**config.mk**
```make
export PLATFORM = sky130hd
export DESIGN_NAME = i2s_sample_serializer
export DESIGN_NICKNAME = d
export VERILOG_FILES = /design/src/rtl/i2s_sample_serializer.sv
export SDC_FILE = /design/constraint.sdc
export NUM_CORES = 1
export LEC_CHECK = 0
export CORE_UTILIZATION = 63
export CTS_CLUSTER_SIZE = 8
export DETAILED_ROUTE_END_ITERATION = 8
export DONT_BUFFER_PORTS = 1
export PLACE_DENSITY = 0.81
export SETUP_SLACK_MARGIN = 0.5
export SLEW_MARGIN = 20
export SYNTH_ARGS = -nofsm -noshare
export SYNTH_HDL_FRONTEND = slang
export SYNTH_SLANG_ARGS = --single-unit
```
**constraint.sdc**
```tcl
create_clock -name clk -period 2.8 [get_ports clk]
set_clock_uncertainty 0.1 [all_clocks]
set_input_delay 0.28 -clock clk [delete_from_list [all_inputs] [get_ports clk]]
set_output_delay 0.28 -clock clk [all_outputs]
set_load 0.02 [all_outputs]
```
**src/rtl/i2s_sample_serializer.sv**
```systemverilog
// Purpose: pops 20-bit mono samples from the sample FIFO and shifts each one out on both slots of a Philips I2S frame.
// Latency: FIFO non-empty at T -> fifo_rd_en at T+1, capture at T+2, first frame (lrck low, bit 0) from T+3.
// Backpressure: one pop per frame into a single prefetch register; an empty FIFO at a frame boundary yields a zero frame plus an underrun pulse.
module i2s_sample_serializer #(
    parameter int SAMPLE_WIDTH = 20,
    parameter int SLOT_WIDTH   = 32,
    parameter int BCLK_HALF    = 20
) (
    input  logic                    clk,
    input  logic                    rst,
    input  logic [SAMPLE_WIDTH-1:0] fifo_dout,
    input  logic                    fifo_empty,
    output logic                    fifo_rd_en,
    output logic                    i2s_bclk,
    output logic                    i2s_lrck,
    output logic                    i2s_sdata,
    output logic                    underrun
);

    localparam int BIT_W = $clog2(2 * SLOT_WIDTH);
    localparam int DIV_W = (BCLK_HALF > 1) ? $clog2(BCLK_HALF) : 1;
    localparam logic [BIT_W-1:0] LAST_BIT = BIT_W'(2 * SLOT_WIDTH - 1);
    localparam logic [BIT_W-1:0] SLOT_L   = BIT_W'(SLOT_WIDTH);
    localparam logic [DIV_W-1:0] LAST_DIV = DIV_W'(BCLK_HALF - 1);

    typedef enum logic {
        S_IDLE,
        S_RUN
    } main_state_t;

    typedef enum logic [1:0] {
        F_IDLE,
        F_RD,
        F_CAP
    } fetch_state_t;

    main_state_t               main_state_q;
    fetch_state_t              fetch_state_q;

    logic [DIV_W-1:0]          div_cnt_q;
    logic [DIV_W-1:0]          div_cnt_d;
    logic [BIT_W-1:0]          bit_cnt_q;
    logic [BIT_W-1:0]          bit_cnt_d;
    logic [BIT_W-1:0]          slot_pos_d;
    logic                      bclk_q;
    logic                      lrck_q;
    logic                      lrck_d;
    logic                      sdata_q;
    logic                      sdata_d;
    logic                      underrun_q;
    logic                      rd_en_q;
    logic [SAMPLE_WIDTH-1:0]   cur_sample_q;
    logic [SAMPLE_WIDTH-1:0]   next_sample_q;
    logic                      next_valid_q;

    logic                      div_wrap;
    logic                      bclk_fall;
    logic                      bit_wrap;
    logic                      frame_start;

    // Bit-clock divider, bit counter advance and the serial bit for the next bclk period.
    always_comb begin
        div_wrap    = (div_cnt_q == LAST_DIV);
        div_cnt_d   = div_wrap ? '0 : div_cnt_q + 1'b1;
        bclk_fall   = (main_state_q == S_RUN) && div_wrap && bclk_q;
        bit_wrap    = bclk_fall && (bit_cnt_q == LAST_BIT);
        bit_cnt_d   = (bit_cnt_q == LAST_BIT) ? '0 : bit_cnt_q + 1'b1;
        lrck_d      = (bit_cnt_d >= SLOT_L);
        slot_pos_d  = lrck_d ? (bit_cnt_d - SLOT_L) : bit_cnt_d;
        // Entering RUN and every 64-bit wrap both consume the prefetched sample.
        frame_start = ((main_state_q == S_IDLE) && next_valid_q) || bit_wrap;
        // Position 0 is the one-bclk I2S delay slot; MSB lands at position 1.
        sdata_d     = 1'b0;
        for (int k = 1; k <= SAMPLE_WIDTH; k++) begin
            if (slot_pos_d == BIT_W'(k)) begin
                sdata_d = cur_sample_q[SAMPLE_WIDTH-k];
            end
        end
    end

    // Main FSM: idles until a sample is prefetched, then clocks frames out forever.
    always_ff @(posedge clk) begin
        if (rst) begin
            main_state_q <= S_IDLE;
            div_cnt_q    <= '0;
            bit_cnt_q    <= '0;
            bclk_q       <= 1'b0;
            lrck_q       <= 1'b0;
            sdata_q      <= 1'b0;
            underrun_q   <= 1'b0;
            cur_sample_q <= '0;
        end else begin
            underrun_q <= 1'b0;
            case (main_state_q)
                S_IDLE: begin
                    div_cnt_q <= '0;
                    bit_cnt_q <= '0;
                    bclk_q    <= 1'b0;
                    lrck_q    <= 1'b0;
                    sdata_q   <= 1'b0;
                    if (next_valid_q) begin
                        main_state_q <= S_RUN;
                        cur_sample_q <= next_sample_q;
                    end
                end
                S_RUN: begin
                    div_cnt_q <= div_cnt_d;
                    if (div_wrap) begin
                        bclk_q <= ~bclk_q;
                    end
                    // Data and word select move only on the falling bclk edge.
                    if (bclk_fall) begin
                        bit_cnt_q <= bit_cnt_d;
                        lrck_q    <= lrck_d;
                        sdata_q   <= sdata_d;
                    end
                    // The boundary sees next_valid before any same-cycle capture.
                    if (bit_wrap) begin
                        if (next_valid_q) begin
                            cur_sample_q <= next_sample_q;
                        end else begin
                            cur_sample_q <= '0;
                            underrun_q   <= 1'b1;
                        end
                    end
                end
                default: begin
                    main_state_q <= S_IDLE;
                end
            endcase
        end
    end

    // Fetch FSM: one-cycle pop, capture the non-FWFT read data a cycle later.
    always_ff @(posedge clk) begin
        if (rst) begin
            fetch_state_q <= F_IDLE;
            rd_en_q       <= 1'b0;
            next_sample_q <= '0;
            next_valid_q  <= 1'b0;
        end else begin
            rd_en_q <= 1'b0;
            if (frame_start && next_valid_q) begin
                next_valid_q <= 1'b0;
            end
            case (fetch_state_q)
                F_IDLE: begin
                    // Retries every cycle while the FIFO is empty and the slot is free.
                    if (!next_valid_q && !fifo_empty) begin
                        fetch_state_q <= F_RD;
                        rd_en_q       <= 1'b1;
                    end
                end
                F_RD: begin
                    fetch_state_q <= F_CAP;
                end
                F_CAP: begin
                    next_sample_q <= fifo_dout;
                    next_valid_q  <= 1'b1;
                    fetch_state_q <= F_IDLE;
                end
                default: begin
                    fetch_state_q <= F_IDLE;
                end
            endcase
        end
    end

    assign fifo_rd_en = rd_en_q;
    assign i2s_bclk   = bclk_q;
    assign i2s_lrck   = lrck_q;
    assign i2s_sdata  = sdata_q;
    assign underrun   = underrun_q;

endmodule
```
== Word-level counts from Yosys, hierarchy flattened ==
Index checks and enable logic that the tools add are counted.

* Register bits: 60
* Bits of input ports: 23
* Output and inout port bits: 5
* Word-level logic and storage cells: 107

* Add/subtract/negate cells: 3
* Order comparisons: 1
* Equality and inequality tests: 29
* Muxes and demuxes: 44
* Bitwise gates (word level): 4
* Reduce and logical (&&, ||, !) cells: 14

{| class="wikitable"
|+ Operators with widths
! cell !! number
|-
| $mux W20 || 3
|-
| $eq A6 B4 Y1 const B || 8
|-
| $pmux W20 S2 || 1
|-
| $eq A6 B5 Y1 const B || 5
|-
| $mux W1 || 29
|-
| $eq A6 B3 Y1 const B || 4
|-
| $mux W6 || 3
|-
| $eq A6 B2 Y1 const B || 2
|-
| $pmux W6 S2 || 1
|-
| $pmux W5 S2 || 1
|-
| $add A6 B1 Y6 const B || 1
|-
| $eq A6 B1 Y1 const B || 1
|-
| $eq A6 B6 Y1 const B || 1
|-
| $ge A6 B6 Y1 const B || 1
|-
| $logic_and A1 B1 Y1 || 6
|-
| $ne A2 B1 Y1 const B || 3
|-
| $pmux W1 S2 || 3
|-
| $sub A6 B6 Y6 const B || 1
|-
| $add A5 B1 Y5 const B || 1
|-
| $eq A5 B5 Y1 const B || 1
|-
| $mux W5 || 1
|-
| $ne A2 B2 Y1 const B || 2
|-
| $not A1 Y1 || 4
|-
| $pmux W2 S2 || 1
|-
| other kinds (10) || 11
|}

== Longest topological paths before layout ==
Gate-level depths: netlist of the first run.

* Depth in word-level cells: 27
* Mapped depth: 10
* Mapped depth without buffers: 9

== Worst setup path before layout of the first run ==
No wires, ideal clock.

* Path kind: reg2reg
* Start point: reg bit_cnt_q[0]
* End point: reg sdata_q, in the netlist i2s_sdata
* Arrival: 1.926 ns
* Setup slack: 0.657 ns
* Cell stages (with the launch flop): 10
* Buffers on the path: 1
* Clock period less this slack: 2.143 ns
* Path through: dfxtp_1 -> ha_1 -> buf_4 -> nand2_1 -> o21ai_2 -> a31oi_4 -> or3_1 -> o311ai_1 -> o221ai_1 -> a32o_1

* Longest elaborated chain between the ends: 27
* Elaborated cells between the ends (all ways): 48

{| class="wikitable"
|+ RTL lines
! element !! line !! RTL
|-
| from (decl) || 42 || <nowiki>logic [BIT_W-1:0] bit_cnt_q;</nowiki>
|-
| from (signal assigned) || 113 || <nowiki>bit_cnt_q <= bit_cnt_d;</nowiki>
|-
| $add A6 B1 Y6 / $eq A6 B6 Y1 (equally long branches) || 67 || <nowiki>bit_cnt_d = (bit_cnt_q == LAST_BIT) ? '0 : bit_cnt_q + 1'b1;</nowiki>
|-
| $mux W6 * || 67 ||
|-
| $sub A6 B6 Y6 / $ge A6 B6 Y1 (equally long branches) || 69, 68 ||
|-
| $mux W6 * || 69 || <nowiki>slot_pos_d = lrck_d ? (bit_cnt_d - SLOT_L) : bit_cnt_d;</nowiki>
|-
| $eq A6 B1 Y1 || 75 || <nowiki>if (slot_pos_d == BIT_W'(k)) begin</nowiki>
|-
| $mux W1 (19 in a row) || 75 ||
|-
| $mux W1 * || 75 ||
|-
| $mux W1 * || 112 || <nowiki>if (bclk_fall) begin</nowiki>
|-
| $pmux W1 S2 * || 94 || <nowiki>case (main_state_q)</nowiki>
|-
| to (signal assigned) || 115 || <nowiki>sdata_q <= sdata_d;</nowiki>
|-
| to (decl) || 48 || <nowiki>logic sdata_q;</nowiki>
|}

Every way passes the cells marked *; elsewhere a longest branch is shown, timed or not. The select of a mux whose other input is x is not followed.
A chain may end at the register's enable or synchronous reset.

== Final worst setup path of the first run ==
* Start point: reg bit_cnt_q[1]
* End point: reg sdata_q, in the netlist i2s_sdata

Same word-level chain as after synthesis.

==> reports/qor.txt, run 1 <==
routability congestion estimate from global placement: 0.937
result of the run: finished with violations
distinct cell type count after synthesis: 52
Hold Slack: -0.328 ps
Max Fanout on Critical Path: 12
# nets final: 410
Hold Crit Depth: 2
post-placement cell area: 2890 µm²
CTS buffer count: 9
mux share of post-synthesis cell area: 1.09%
Max Used Layer: met4
EDFF count, synth: 0
Final Instance Area: 3360 µm²
worst min path class: in -> reg
total power per unit cell area: 522 nW/µm²
number of standard cells after synthesis: 368
top-level port count: 28
count of nets left with antenna violations after detail routing: 0
antenna violations before repair: 0
dominant combinational cell family by area after synthesis: simple AND/OR/NAND/NOR gates
Max H-tree Level: 3
starting utilization of the core area: 65.6%
sequential cell area fraction in the yosys report: 41.8%
fin. max-slew vios: 0
shortest clock period the worst path allows after layout: 2220 ps
number of buffers inserted by port buffering: 0
area of the mapped netlist: 2880 µm²
layout overhead on the synthesized area: 17.0%
post-route fraction of the period consumed by the critical path: 79.4%
number of detailed-route iterations in the first pass: 5
global-route congestion overflow total: 0
GRT Util Overall: 29.0%
utilization of the core after routing: 76.7%
Tightest Pin Transition: 796 ps
syn_area_per_cell: 7.81 µm²
post-CTS setup buffers: 0
Final Routed Wirelength: 6900 µm
maximum number of pins on one net before global-route repair: 45
reported max-cap violation count: 0
register bit total from synthesis: 60
violated checks: hold timing
syn nets: 396
met1 WL: 3210 µm
FILL cells: 333
DIE AREA: 4840 µm²
CP Capture Point: i2s_sdata$_SDFFE_PP0P_
post-synthesis compound-gate area fraction: 20.0%
Fin Setup TNS: 0 ps
Wirelength per Cell: 15.7 µm
worst-case headroom to the max-slew limit: 46.9%
crit end category: flop
Async SR Flop Fraction: 0%
origin of the critical flop-to-flop path: bit_cnt_q[1]$_SDFFE_PP0P_
library cell used as clock root buffer: sky130_fd_sc_hd__clkbuf_8
number of design-rule violations left by the first detailed-router iteration: 236
Max Buffers Root-to-Sink: 2
reg-to-reg critical path endpoint: i2s_sdata$_SDFFE_PP0P_
reg2reg setup slack: 580 ps
Fmax achieved: 0.450 GHz
commonest non-fill, non-tap cells in the layout: 72 x sky130_fd_sc_hd__nand2_1, 61 x sky130_fd_sc_hd__a21oi_1, 57 x sky130_fd_sc_hd__dfxtp_1
leakage dissipation: 1.09 nW
CTS tree: built
XOR/XNOR share of the synthesized area: 2.13%
Syn. warnings: 0
endpoints failing setup: 0
diodes inserted: 0
Clk pin slew, worst setup/hold paths: 70 ps
routed wire length on met2: 3340 µm
Detail Route met3 WL: 290 µm
type of the worst setup path: reg -> reg
startpoint types: flop
post-synthesis share of cell area spent on full adders, half adders and majority gates: 2.18%
share of synthesized cell area in and, or, nand and nor gates: 27.1%
standard-cell row count: 24
die width: 69.6 µm
r2r worst-path depth: 8
most frequent standard cell in the layout excluding fill and tap cells: sky130_fd_sc_hd__nand2_1
Post-synth top flop: sky130_fd_sc_hd__dfxtp_1
global-route wire length before repair: 11,100 µm
startpoint of the most critical setup path: bit_cnt_q[1]$_SDFFE_PP0P_
Worst VDD drop: 0.000520 V
via count: 2,640
number of sinks on the clock net: 60
core outline area: 4380 µm²
Arrival @ worst endpoint: 2350 ps
Hold Violations, Final: 1
drc violations: 0
Die Y: 69.6 µm
Worst EP required: 2920 ps
number of vias per cell: 6.01
via count of the first global-routing pass: 2,373
latest clock arrival within the worst-skew pair: 330 ps
setup repair after global routing missed its margin: yes
proportion of layout cells with a drive suffix above 1: 11.4%
HPWL reported at the end of detailed placement: 4300 µm
## final cells by class
class	instances	area, µm²	share of cell area, %
Clock buffer	12	155	4.61
Clock inverter	4	47.5	1.41
Inverter	10	37.5	1.12
Multi-Input combinational cell	272	1580	46.8
Sequential cell	60	1210	35.9
Tap cell	52	65.1	1.93
Timing Repair Buffer	29	275	8.18
## kinds of logic after synthesis
kind of cell    after synthesis
compound gates               94
xor+xnor                      7
fa+ha+maj                     5
buf+inv                      37
flops                        60
mux                           3
simple gates                162
## sequential cells by signal, summed over array words and instances (netlist names), 2 cells and up
signal,cells
fetch_state_q,2
cur_sample_q,20
div_cnt_q,5
next_sample_q,20
bit_cnt_q,6
## worst max-delay path: stages (launching register included)
cell,delay (ps)
sky130_fd_sc_hd__dfxtp_4,420
sky130_fd_sc_hd__ha_4,230
sky130_fd_sc_hd__nand3_1,150
sky130_fd_sc_hd__xor2_1,210
sky130_fd_sc_hd__a22oi_1,220
sky130_fd_sc_hd__o211ai_1,140
sky130_fd_sc_hd__a221oi_2,250
sky130_fd_sc_hd__o221ai_1,170
sky130_fd_sc_hd__a32o_1,230
## timing repair
| item | CTS | global route |
|---|---|---|
| endpoints found under the setup margin | 22 | 15 |
| endpoints found under the hold margin | 44 | 0 |
| hold buffers | 19 | 0 |
| gates cloned | 0 | 1 |
| resized for setup | 8 | 7 |
## through the flow
step,setup slack [ps],power (mW),std cells
3_5_place_dp,198,0.941,403
6_report,577,1.76,439
3_3_place_gp,303,0.939,403
2_1_floorplan,657,0.940,368
5_1_grt,449,1.81,439
4_1_cts,523,1.75,438
## synthesized netlist by cell type, types with 5 or more instances
cell type,instances,area [µm²]
sky130_fd_sc_hd__nand2_1,72,270
sky130_fd_sc_hd__a21oi_1,61,305
sky130_fd_sc_hd__dfxtp_1,60,1200
sky130_fd_sc_hd__nand3_1,24,120
sky130_fd_sc_hd__nor2_1,22,82.6
sky130_fd_sc_hd__clkbuf_1,18,67.6
sky130_fd_sc_hd__inv_1,9,33.8
sky130_fd_sc_hd__nand2b_1,8,50.1
sky130_fd_sc_hd__buf_2,6,30.0
sky130_fd_sc_hd__nor2b_1,6,37.5
sky130_fd_sc_hd__a22oi_1,5,37.5
sky130_fd_sc_hd__ha_1,5,62.6
sky130_fd_sc_hd__nor3b_1,5,37.5
sky130_fd_sc_hd__o21ai_0,5,25.0
sky130_fd_sc_hd__xnor2_1,5,43.8
## power breakdown
part / switching (mW) / internal (mW)
registers: 0.0119 / 0.866
logic: 0.0450 / 0.0348
clock network: 0.342 / 0.457
## worst min-delay path by stage
stage                             from                              to  slack [ps]
after global placement             rst    cur_sample_q[0]$_SDFFE_PP0P_         250
final                     fifo_dout[5]   next_sample_q[5]$_SDFFE_PP0P_        -0.3
after global routing      fifo_dout[3]   next_sample_q[3]$_SDFFE_PP0P_           9
after CTS                 fifo_dout[3]   next_sample_q[3]$_SDFFE_PP0P_         0.2
after floorplan           fifo_dout[0]   next_sample_q[0]$_SDFFE_PP0P_         320
after detailed placement           rst  next_sample_q[17]$_SDFFE_PP0P_         260
## routing by layer
layer  vias up  global-route usage [%]
li1       1301                       -
met1      1258                    40.1
met2        74                    45.6
met3         7                    6.69
met4         0                    8.16
met5         -                       0
No activity file was read; power rests on OpenSTA's default activity.
==> inputs of run 2 (changes only) <==
- clock period: 2.8 -> 2.21 ns (I/O delays scaled with it)
==> reports/qor.txt, run 2 (synthesis results as in run 1) <==
result of the run: finished clean
WP depth: 9 (+1)
most frequent standard cell in the layout excluding fill and tap cells: sky130_fd_sc_hd__nand2_1
top-level port count: 28 (unchanged)
global-route congestion overflow total: 0 (unchanged)
number of sinks on the clock net: 60 (unchanged)
standard-cell row count: 24 (unchanged)
shortest clock period the worst path allows after layout: 2100 ps (-128 ps)
post-route fraction of the period consumed by the critical path: 94.8% (+15 points)
Largest regs: cur_sample_q (20), next_sample_q (20), bit_cnt_q (6)
Max Fanout on Critical Path: 7 (-5)
origin of the critical flop-to-flop path: bit_cnt_q[0]$_SDFFE_PP0P_
via count of the first global-routing pass: 2,632 (+11%)
proportion of layout cells with a drive suffix above 1: 19.7% (+8.3 points)
number of design-rule violations left by the first detailed-router iteration: 191 (-19%)
core outline area: 4380 µm² (unchanged)
r2r worst-path depth: 9 (+1)
latest clock arrival within the worst-skew pair: 340 ps (about the same)
worst-case headroom to the max-slew limit: 46.2% (-0.73 points)
startpoint of the most critical setup path: bit_cnt_q[0]$_SDFFE_PP0P_
reported max-cap violation count: 0 (unchanged)
die width: 69.6 µm (unchanged)
leakage dissipation: 1.20 nW (+10%)
total power per unit cell area: 633 nW/µm² (+21%)
number of vias per cell: 6.08 (+1.2%)
startpoint types: flop
type of the worst setup path: reg -> reg
diodes inserted: 0 (unchanged)
family with the most delay on the worst path: compound AO/OA/AOI/OAI gates
CTS buffer count: 9 (unchanged)
Die Y: 69.6 µm (unchanged)
CTS tree: built
FILL cells: 260 (-22%)
Wirelength per Cell: 15.8 µm (+0.55%)
via count: 2,786 (+5.5%)
Max Buffers Root-to-Sink: 2 (unchanged)
global-route wire length before repair: 12,100 µm (+9.2%)
reg2reg setup slack: 110 ps (-460 ps)
Worst EP required: 2340 ps (-580 ps)
Arrival @ worst endpoint: 2220 ps (-130 ps)
layout overhead on the synthesized area: 26.8%
count of nets left with antenna violations after detail routing: 0 (unchanged)
ordered cell list for the critical path: ha_4 > buf_6 > nand3_4 > xor2_4 > a22oi_2 > o211ai_1 > a221oi_2 > o221ai_1 > a32o_1
Buffers & Inverters on Critical Path: 1 (+1)
endpoints failing setup: 0 (unchanged)
Tightest Pin Transition: 807 ps (+11.0 ps)
Hold Violations, Final: 0 (-1)
Fin Setup TNS: 0 ps (unchanged)
cell type of the slowest stage on the worst timing path: sky130_fd_sc_hd__dfxtp_4
CP max stage delay: 370 ps (-50 ps)
fin. max-slew vios: 0 (unchanged)
HPWL reported at the end of detailed placement: 4200 µm (-2.5%)
Final Routed Wirelength: 7230 µm (+4.9%)
number of buffers inserted by port buffering: 0 (unchanged)
reg-to-reg critical path endpoint: i2s_sdata$_SDFFE_PP0P_
setup slack of the critical path after layout: 115 ps (-462 ps)
worst min path class: in -> reg
number of detailed-route iterations in the first pass: 6 (+1)
maximum number of pins on one net before global-route repair: 46 (+2.2%)
antenna violations before repair: 0 (unchanged)
library cell used as clock root buffer: sky130_fd_sc_hd__clkbuf_8
Fmax achieved: 0.477 GHz (+6.1%)
routability congestion estimate from global placement: 0.969 (+3.5%)
crit end category: flop
worst slack after detailed placement: 40.4 ps (-157 ps)
Worst VDD drop: 0.000591 V (+14%)
Max H-tree Level: 3 (unchanged)
# nets final: 429 (+4.6%)
Clk pin slew, worst setup/hold paths: 70 ps (about the same)
starting utilization of the core area: 65.6% (unchanged)
GRT Util Overall: 31.8% (+2.8 points)
DIE AREA: 4840 µm² (unchanged)
CP Capture Point: i2s_sdata$_SDFFE_PP0P_
drc violations: 0 (unchanged)
commonest non-fill, non-tap cells in the layout: 71 x sky130_fd_sc_hd__nand2_1, 58 x sky130_fd_sc_hd__a21oi_1, 53 x sky130_fd_sc_hd__dfxtp_1
setup repair after global routing missed its margin: yes
[run 2: cell types whose count changed in the layout (fill, tap and decap cells not counted), moves of 3 or more]
| cell | before | now |
|---|---|---|
| sky130_fd_sc_hd__buf_6 | 0 | 3 |
| sky130_fd_sc_hd__a21oi_2 | 0 | 3 |
| sky130_fd_sc_hd__dfxtp_1 | 57 | 53 |
| sky130_fd_sc_hd__a21oi_1 | 61 | 58 |
| sky130_fd_sc_hd__buf_4 | 10 | 23 |
| sky130_fd_sc_hd__dlygate4sd3_1 | 18 | 21 |
[run 2: what timing repair did]
item                       CTS  global route
setup endpoints to repair   27            26
hold buffers                22             0
pin swaps                   11             3
hold endpoints to repair    46             0
gates resized for setup     22            10
buffers inserted            11             1
[run 2: worst min path at each step]
| stage | depth (start not counted) | from | slack (ps) | endpoint |
|---|---|---|---|---|
| 6_report | 2 | rst | 70 | cur_sample_q[0]$_SDFFE_PP0P_ |
| 4_1_cts | 2 | rst | 70 | cur_sample_q[18]$_SDFFE_PP0P_ |
| 3_3_place_gp | 1 | rst | 200 | next_sample_q[0]$_SDFFE_PP0P_ |
| 5_1_grt | 2 | rst | 80 | cur_sample_q[0]$_SDFFE_PP0P_ |
| 2_1_floorplan | 2 | fifo_dout[0] | 260 | next_sample_q[0]$_SDFFE_PP0P_ |
| 3_5_place_dp | 1 | rst | 200 | next_sample_q[18]$_SDFFE_PP0P_ |
[run 2: where the power goes]
group	internal (mW)	leakage [nW]	switching [mW]
Combinational	0.0505	0.604	0.0611
Clock	0.664	0.107	0.420
Sequential	1.10	0.489	0.0140
[run 2: routing by layer]
metal  wire, µm  up-vias  share of wire (%)  GRT usage (%)
li1           -     1336                  -              -
met1       3150     1311                 44           40.8
met2       3500      113                 48           51.1
met3        377       26                5.2           8.28
met4        211        0                2.9           12.7
met5          0        -                  0              0
[run 2: area by class of cell]
type | instances | area (µm²) | area share, %
clock inverter | 4 | 72.6 | 1.99
timing repair buffer | 49 | 457 | 12.5
multi-input combinational | 271 | 1650 | 45.3
sequential | 60 | 1220 | 33.4
clock buffer | 12 | 145 | 3.98
tap | 52 | 65.1 | 1.79
inverter | 10 | 37.5 | 1.03
[run 2: per-stage QoR]
step,area (µm²),util (%),hold WS (ps),total power [mW],cells
final,3640,83.1,74.3,2.31,458
after global routing,3640,83.1,76.3,2.38,458
after CTS,3590,81.8,70.3,2.31,457
after detailed placement,2980,68.0,197,1.19,408
after global placement,2980,68.0,195,1.19,408
after floorplan,2940,-,257,1.19,368
